==> config.mk <==
export PLATFORM = sky130hd
export DESIGN_NAME = if_prefetch_queue
export DESIGN_NICKNAME = d
export VERILOG_FILES = /design/src/rtl/if_prefetch_queue.sv
export SDC_FILE = /design/constraint.sdc
export NUM_CORES = 1
export LEC_CHECK = 0
export BUFFER_PORTS_ARGS = -buffer_cell sky130_fd_sc_hd__buf_2
export CAP_MARGIN = 20
export CORE_UTILIZATION = 59
export DETAILED_ROUTE_END_ITERATION = 12
export PLACE_DENSITY = 0.89
export RECOVER_POWER = 50
export SKIP_LAST_GASP = 1
export SLEW_MARGIN = 15
export SYNTH_ARGS = -nofsm -noshare
export SYNTH_HDL_FRONTEND = slang
export SYNTH_HIERARCHICAL = 1
export SYNTH_SLANG_ARGS = --single-unit
export TNS_END_PERCENT = 5
==> constraint.sdc <==
create_clock -name clk -period 4.35 [get_ports clk]
set_input_delay 0.2175 -clock clk [delete_from_list [all_inputs] [get_ports clk]]
set_output_delay 0.2175 -clock clk [all_outputs]
set_load 0.01 [all_outputs]
==> src/rtl/if_prefetch_queue.sv <==
// DLX instruction-fetch front end: owns the fetch PC, issues word reads, and buffers
// returned words in an in-order prefetch FIFO whose head feeds the ID stage.
module if_prefetch_queue #(
  parameter int unsigned DEPTH    = 4,
  parameter logic [31:0] RESET_PC = 32'h0
) (
  input  logic        clk,
  input  logic        reset,
  output logic        imem_req,
  output logic [31:0] imem_addr,
  input  logic        imem_ready,
  input  logic        imem_rvalid,
  input  logic [0:31] imem_rdata,
  input  logic        stall_id,
  input  logic        redirect_id,
  input  logic [31:0] redirect_pc_id,
  output logic        inst_valid_id,
  output logic [0:31] inst_id,
  output logic [31:0] pc_id,
  output logic [31:0] pc_plus_four_id
);

  localparam int unsigned AW = $clog2(DEPTH);
  localparam int unsigned CW = $clog2(DEPTH) + 1;
  localparam logic [CW-1:0] DEPTH_C = CW'(DEPTH);
  localparam logic [AW-1:0] PTR_ONE = AW'(1);

  logic [31:0]   fetch_pc_q, fetch_pc_d;
  logic [CW-1:0] count_q, count_d;
  logic [CW-1:0] outstanding_q, outstanding_d;
  logic [CW-1:0] drop_q, drop_d;
  logic [AW-1:0] head_q, head_d;
  logic [AW-1:0] tail_q, tail_d;
  logic [AW-1:0] pq_rd_q, pq_rd_d;
  logic [AW-1:0] pq_wr_q, pq_wr_d;
  logic [0:31]   inst_mem_q [DEPTH];
  logic [0:31]   inst_mem_d [DEPTH];
  logic [31:0]   ipc_mem_q  [DEPTH];
  logic [31:0]   ipc_mem_d  [DEPTH];
  logic [31:0]   pq_mem_q   [DEPTH];
  logic [31:0]   pq_mem_d   [DEPTH];

  logic [CW:0]   credit_sum_s;
  logic          accept_s;
  logic          rsp_s;
  logic          push_s;
  logic          drop_hit_s;
  logic          pop_s;
  logic [CW-1:0] accept_inc_s;
  logic [CW-1:0] rsp_dec_s;
  logic [CW-1:0] push_inc_s;
  logic [CW-1:0] pop_dec_s;
  logic [CW-1:0] rst_drop_s;
  logic          unused_s;

  assign unused_s     = ^redirect_pc_id[1:0];
  assign credit_sum_s = {1'b0, count_q} + {1'b0, outstanding_q};

  assign imem_req  = !reset && !redirect_id && (credit_sum_s < {1'b0, DEPTH_C});
  assign imem_addr = fetch_pc_q;

  assign inst_valid_id   = (count_q != '0);
  assign inst_id         = inst_valid_id ? inst_mem_q[head_q] : 32'h0;
  assign pc_id           = inst_valid_id ? ipc_mem_q[head_q] : 32'h0;
  assign pc_plus_four_id = pc_id + 32'd4;

  // A response with nothing outstanding is a protocol error and is ignored entirely.
  always_comb begin
    accept_s     = imem_req && imem_ready;
    rsp_s        = imem_rvalid && (outstanding_q != '0);
    drop_hit_s   = rsp_s && (drop_q != '0);
    push_s       = rsp_s && (drop_q == '0) && !redirect_id;
    pop_s        = inst_valid_id && !stall_id && !redirect_id;
    accept_inc_s = {{(CW-1){1'b0}}, accept_s};
    rsp_dec_s    = {{(CW-1){1'b0}}, rsp_s};
    push_inc_s   = {{(CW-1){1'b0}}, push_s};
    pop_dec_s    = {{(CW-1){1'b0}}, pop_s};
    // Responses still in flight when reset hits belong to the old stream.
    if (outstanding_q <= DEPTH_C) begin
      rst_drop_s = outstanding_q - rsp_dec_s;
    end else begin
      rst_drop_s = '0;
    end
  end

  // Next-state for pointers, counters, fetch PC and the storage arrays.
  always_comb begin
    fetch_pc_d    = fetch_pc_q;
    count_d       = count_q;
    outstanding_d = outstanding_q;
    drop_d        = drop_q;
    head_d        = head_q;
    tail_d        = tail_q;
    pq_rd_d       = pq_rd_q;
    pq_wr_d       = pq_wr_q;
    inst_mem_d    = inst_mem_q;
    ipc_mem_d     = ipc_mem_q;
    pq_mem_d      = pq_mem_q;
    if (redirect_id) begin
      // Everything in flight is stale; the PC FIFO restarts with the new stream.
      fetch_pc_d    = {redirect_pc_id[31:2], 2'b00};
      count_d       = '0;
      head_d        = '0;
      tail_d        = '0;
      pq_rd_d       = '0;
      pq_wr_d       = '0;
      outstanding_d = outstanding_q - rsp_dec_s;
      drop_d        = outstanding_q - rsp_dec_s;
    end else begin
      if (accept_s) begin
        fetch_pc_d        = fetch_pc_q + 32'd4;
        pq_mem_d[pq_wr_q] = fetch_pc_q;
        pq_wr_d           = pq_wr_q + PTR_ONE;
      end else begin
        fetch_pc_d = fetch_pc_q;
      end
      if (push_s) begin
        inst_mem_d[tail_q] = imem_rdata;
        ipc_mem_d[tail_q]  = pq_mem_q[pq_rd_q];
        tail_d             = tail_q + PTR_ONE;
        pq_rd_d            = pq_rd_q + PTR_ONE;
      end else begin
        tail_d = tail_q;
      end
      if (pop_s) begin
        head_d = head_q + PTR_ONE;
      end else begin
        head_d = head_q;
      end
      if (drop_hit_s) begin
        drop_d = drop_q - {{(CW-1){1'b0}}, 1'b1};
      end else begin
        drop_d = drop_q;
      end
      outstanding_d = outstanding_q + accept_inc_s - rsp_dec_s;
      count_d       = count_q + push_inc_s - pop_dec_s;
    end
  end

  // Control state register with synchronous reset.
  always_ff @(posedge clk) begin
    if (reset) begin
      fetch_pc_q    <= RESET_PC;
      count_q       <= '0;
      outstanding_q <= rst_drop_s;
      drop_q        <= rst_drop_s;
      head_q        <= '0;
      tail_q        <= '0;
      pq_rd_q       <= '0;
      pq_wr_q       <= '0;
    end else begin
      fetch_pc_q    <= fetch_pc_d;
      count_q       <= count_d;
      outstanding_q <= outstanding_d;
      drop_q        <= drop_d;
      head_q        <= head_d;
      tail_q        <= tail_d;
      pq_rd_q       <= pq_rd_d;
      pq_wr_q       <= pq_wr_d;
    end
  end

  // Storage arrays carry no reset; validity is tracked by the counters.
  always_ff @(posedge clk) begin
    inst_mem_q <= inst_mem_d;
    ipc_mem_q  <= ipc_mem_d;
    pq_mem_q   <= pq_mem_d;
  end

  if_prefetch_queue_chk #(
    .DEPTH (DEPTH),
    .CW    (CW)
  ) u_chk (
    .clk         (clk),
    .reset       (reset),
    .imem_rvalid (imem_rvalid),
    .count       (count_q),
    .outstanding (outstanding_q)
  );

endmodule

// Protocol and occupancy checks for the prefetch queue.
module if_prefetch_queue_chk #(
  parameter int unsigned DEPTH = 4,
  parameter int unsigned CW    = 3
) (
  input logic          clk,
  input logic          reset,
  input logic          imem_rvalid,
  input logic [CW-1:0] count,
  input logic [CW-1:0] outstanding
);

  // Flag responses with nothing outstanding and any credit overrun.
  always @(posedge clk) begin
    if (!reset) begin
      assert (!(imem_rvalid && (outstanding == '0)));
      assert (({1'b0, count} + {1'b0, outstanding}) <= (CW+1)'(DEPTH));
    end
  end

endmodule
## After elaboration in Yosys (flattened, before gate mapping)

Cells that the tools add are included.

| storage, ports and cells | value |
|---|---|
| word-level logic and storage cells | 96 |
| input port bits | 70 |
| register bits | 433 |
| output and inout port bits | 130 |

| cells by class | value |
|---|---|
| order comparisons | 8 |
| mux-type cells | 26 |
| add/sub/neg operators | 13 |
| reductions and logical operators | 23 |
| bitwise gates (word level) | 5 |

Operators by type and width:

| kind | number |
|---|---|
| 128-bit bitwise mux | 3 |
| 32-bit two-way mux | 12 |
| 32-bit binary-select mux with 2-bit select | 3 |
| 32-bit demux with 2-bit select | 2 |
| 32-bit by 3-bit adder with 32-bit output, second input constant | 2 |
| 3-bit two-way mux | 6 |
| 3-bit >= comparator, second input constant | 4 |
| 2-bit NOT with 3-bit output | 4 |
| 3-bit nonzero test | 4 |
| 1-bit logical AND | 11 |
| 3-bit by 1-bit subtractor with 3-bit output | 3 |
| 2-bit by 1-bit adder with 2-bit output, second input constant | 4 |
| 3-bit by 1-bit adder with 3-bit output | 2 |
| 3-bit by 1-bit less-than comparator with 1-bit output, second input constant | 2 |
| 3-bit by 3-bit adder with 4-bit output | 1 |
| 4-bit by 3-bit less-than comparator with 1-bit output, second input constant | 1 |
| 2-bit AND reduction | 2 |
| 3-bit less-or-equal comparator, second input constant | 1 |
| 1-bit zero test | 3 |
| 3-bit zero test | 1 |
| 3-bit by 1-bit subtractor with 3-bit output, second input constant | 1 |
| 2-bit nonzero test | 1 |
| 2-bit OR reduction | 1 |
| 1-bit NOT | 1 |

## Logic depth before layout (Yosys ltp)

| logic depth | value |
|---|---|
| depth after elaboration | 8 |
| depth in mapped cells | 13 |
| depth with buffers taken out | 12 |

## Least setup slack after synthesis

OpenSTA, ideal clock, no wires.

| timing path | value |
|---|---|
| path kind | register to register |
| start point | register drop_q[0] |
| end point | register inst_mem_q[0] (netlist name) (enable) |
| data arrival time | 2.633 ns |
| clock period less this slack | 3.060 ns |
| stages on the path, launching flop included | 7 |
| required time | 3.924 ns |
| setup slack | 1.290 ns |
| path through | edfxtp_1 inv_1 ha_1 nor2b_1 and3_1 clkbuf_1 and2_1 |

| between the ends | value |
|---|---|
| word-level cells in the longest chain between the ends | 4 |

RTL lines:

| element | line | RTL |
|---|---|---|
| start: declaration | 31 | `logic [CW-1:0] drop_q, drop_d;` |
| start signal: assignment | 146 | `drop_q <= rst_drop_s;` |
| start signal: assignment | 155 | `drop_q <= drop_d;` |
| 3-bit zero test | 72 | `push_s = rsp_s && (drop_q == '0) && !redirect_id;` |
| 1-bit logical AND (2 in a row) | 72 |  |
| 2-bit AND reduction (no source line) | n/a |  |
| end signal: assignment | 165 | `inst_mem_q <= inst_mem_d;` |
| end: declaration | 36 | `logic [0:31] inst_mem_q [DEPTH];` |

Every way passes these cells.
A chain may end at the register's enable or synchronous reset.

## Worst setup path in the final report

| timing path | value |
|---|---|
| start point | register count_q[1] |
| end point | output pc_plus_four_id[22] |

| between the ends | value |
|---|---|
| word-level cells in the longest chain between the ends | 3 |

RTL lines:

| element | line | RTL |
|---|---|---|
| start: declaration | 29 | `logic [CW-1:0] count_q, count_d;` |
| start signal: assignment | 153 | `count_q <= count_d;` |
| 3-bit nonzero test | 62 | `assign inst_valid_id = (count_q != '0);` |
| 32-bit two-way mux | 64 | `assign pc_id = inst_valid_id ? ipc_mem_q[head_q] : 32'h0;` |
| 32-bit by 3-bit adder with 32-bit output | 65 | `assign pc_plus_four_id = pc_id + 32'd4;` |
| end: declaration | 20 | `output logic [31:0] pc_plus_four_id` |

Every way passes these cells.

==> qor.csv <==
stage,metric,value,unit
status,outcome,"complete, but fails checks",
status,failing checks,"max-capacitance violations, max-slew violations",
worst_setup_path,RR Startpoint,outstanding_q[2],
yosys,Synth top cells by count,"edfxtp_1, nand2_1, mux4_2, and2_1, nor2_1",
global_routing,vias in the first global route,11400,
die,die height,177,µm
route,vias per inst,6.22,
sta,final setup skew,0.0233,ns
final_layout,nets,1485,
pwr,VDD IR max,0.323,mV
sta,Max Slew Vio Count,57,
global_routing,grt total ovfl,0,
die,die area,0.0312,mm²
worst_hold_path,WHS Path Cells,3,
worst_setup_path,CP required,4.13,ns
worst_hold_path,start point of the worst hold path,redirect_pc_id[29],
route,WL final,41.5,mm
die,Core ar.,0.0298,mm²
die,Core Rows,63,
placed_design,routability cong.,0.900,
die,initial core utilization,60.4,%
global_routing,Total GRT Usage,27.0,%
placed_design,Port Buffers,191,
sta,actual slew at the worst max-slew pin,2.10,ns
sta,final hold vios,0,
global_routing,initial antenna violation count,0,
cts,Worst-Skew Late Latency,0.53,ns
pwr,static leakage,7.21,nW
global_routing,largest net degree at the start of global routing,72,
yosys,Post-Synthesis Cells,1148,
worst_setup_path,CP startpoint kind,flop,
final_layout,layout cells sized above 1,21.3,%
job,Max Cap Viol,3,
cts,TritonCTS clock tree,yes,
worst_hold_path,Hold Path Sink,imem_addr[29],
route,DRT Pass-1 Iters,6,
die,# IOs,200,
yosys,synth warn,6,
worst_setup_path,R2R Path End,imem_addr[12],
worst_setup_path,Worst Reg-to-Reg Cells,10,
cts,root buf cell,clkbuf_16,
route,Iteration-0 DRC Markers,1066,
die,Die W,177,µm
sta,fin crit share,94.0,%
final_layout,ant diodes,0,
yosys,Post-Syn Area,0.0180,mm²
route,via count,11300,
cts,total CTS buffers,41,
yosys,Synth Register Bits,415,
worst_setup_path,flop2flop setup slack,0.46,ns
global_routing,global-route wire length before repair,63.4,mm
sta,RSZ-0062 raised after global routing,no,
worst_setup_path,kind of critical path,flop to output port,
yosys,leading area contributor after synthesis,edfxtp_1,
worst_hold_path,Worst Hold Class,input port to flop,
final_layout,Area Growth Syn to Fin,17.0,%
worst_setup_path,critical path capture point type,output port,
yosys,Synth top area share,61.9,%
placed_design,DP HPWL,25.6,mm
sta,TNS Setup,0,ns
yosys,top-count cell post-synth,edfxtp_1,
final_layout,Util after Layout,70.6,%
yosys,Synth Flop Type,edfxtp_1,
yosys,sequential fraction of the synthesis area,66.8,%
sta,Slew headroom,-40.2,%
sta,fmax,245,MHz
cts,TritonCTS Sinks,415,
sta,post-layout min period,4.09,ns
route,routed len/inst,22.9,µm
route,DRT antenna net count,0,
yosys,synth unique cells,74,
cts,H-tree depth,2,
sta,"Setup violations, final",0,
cts,maximum buffer depth of the clock tree,3,
worst_setup_path,Worst Path Max Fanout,6,
yosys,"FFs w/ async S/R, synth",0,%
worst_setup_path,crit path DAT,3.87,ns
pwr,power per standard cell area,423,mW/mm²
route,DRC viols,0,
cts,clock-pin slew on the worst setup and hold paths,0.06,ns
cts,Post-CTS Resized,0,
yosys,Post-synth EDFFs,371,
yosys,Synth area leaders,"edfxtp_1, mux4_2, dfxtp_1",
yosys,"Avg Cell Area, Syn",15.7,µm²
final_layout,fill count,1831,
-- registers in the layout, summed over array words and instances (netlist names), 3 cells and up --
| name | count |
|---|---|
| outstanding_q | 3 |
| drop_q | 3 |
| imem_addr | 30 |
| pq_mem_q | 120 |
| inst_mem_q | 128 |
| ipc_mem_q | 120 |
| count_q | 3 |
-- logic make-up (layout without fill, tap and decap cells) --
group / Yosys count / after routing / synth area share [%]
AO/OA/AOI/OAI: 127 / 127 / 4.50
multiplexers: 106 / 106 / 12.4
flip-flops: 415 / 415 / 66.8
AND/OR/NAND/NOR: 336 / 336 / 9.92
adder cells (fa/ha/maj): 22 / 22 / 1.61
other: 1 / 6 / 0.0208
buffers and inverters: 97 / 368 / 2.61
XOR/XNOR: 44 / 44 / 2.14
-- where the power goes --
| group | leakage (nW) | switching (mW) | internal (mW) |
|---|---|---|---|
| sequential | 3.72 | 0.119 | 4.49 |
| clock | 0.640 | 1.45 | 2.08 |
| combinational | 2.85 | 0.434 | 0.323 |
| total | 7.21 | 2.00 | 6.90 |
-- timing repair --
action / CTS / global route
hold endpoints to repair: 151 / 0
hold buffers: 55 / 0
setup buffers: 0 / 0
-- metal layers --
metal | wire length (µm) | part of all wire (%) | vias up | GRT usage [%]
met3 | 3610 | 8.7 | 98 | 4.77
li1 | - | - | 4943 | -
met2 | 20900 | 50 | 644 | 46.5
met5 | 0 | 0 | - | 0
met4 | 1220 | 2.9 | 0 | 9.09
met1 | 15800 | 38 | 5591 | 34.7
-- worst max-delay path: stages (launching register included) --
cell and delay (ns):
dfxtp_1 0.34, nor3_1 0.92, inv_1 0.29, nand2_1 0.21
inv_1 0.14, ha_1 0.26, nand2b_1 0.08, o22ai_1 0.10
nor3b_2 0.22, and4_1 0.27, a31o_2 0.22, a21oi_1 0.13
buf_2 0.17
-- layout by cell type (no fill, tap or decap), drive strengths merged, types with 12 or more instances in the layout --
master,netlist,routed
nor3,21,21
and2,65,65
nand2,95,95
ha,20,20
inv,33,35
edfxtp,371,371
mux4,91,91
xnor2,32,32
dfxtp,44,44
dlygate4sd3,0,55
clkbuf,33,123
xor2,12,12
a21oi,37,37
mux2i,13,13
nor4,14,14
nor2,56,56
o21ai,29,29
nand4,12,12
buf,31,140
nand3,25,25
-- cell type report --
class / count / area, µm² / share of cell area, %
clock buffers: 57 / 1110 / 5.25
flip-flops and latches: 415 / 12000 / 57.2
inverters: 33 / 124 / 0.588
clock inverters: 17 / 218 / 1.03
repair buffers: 261 / 1560 / 7.39
well taps: 390 / 488 / 2.32
multi-input cells: 641 / 5530 / 26.3
-- metrics by stage --
step	cells	instance area, µm²	hold WS, ns	power [mW]	worst slack [ns]
2_1_floorplan	1153	18000	0.316	5.13	1.29
3_3_place_gp	1685	19300	0.428	5.35	1.03
3_5_place_dp	1685	19300	0.439	5.40	0.973
4_1_cts	1814	21100	0.00178	8.93	0.414
5_1_grt	1814	21100	0.0453	9.15	0.104
6_report	1814	21100	0.0308	8.90	0.262
-- worst max path at each step --
stage	start	end	slack [ns]	cells after the start
finish	count_q[1]	pc_plus_four_id[22]	0.26	12
global route	count_q[1]	pc_plus_four_id[22]	0.10	12
CTS	head_q[0]	pc_plus_four_id[30]	0.41	8
detailed placement	head_q[0]	pc_plus_four_id[30]	0.97	8
global placement	head_q[0]	pc_plus_four_id[28]	1.03	8
floorplan	drop_q[0]	inst_mem_q[0]	1.29	6
Note: power is estimated with default switching activity, not from simulation.
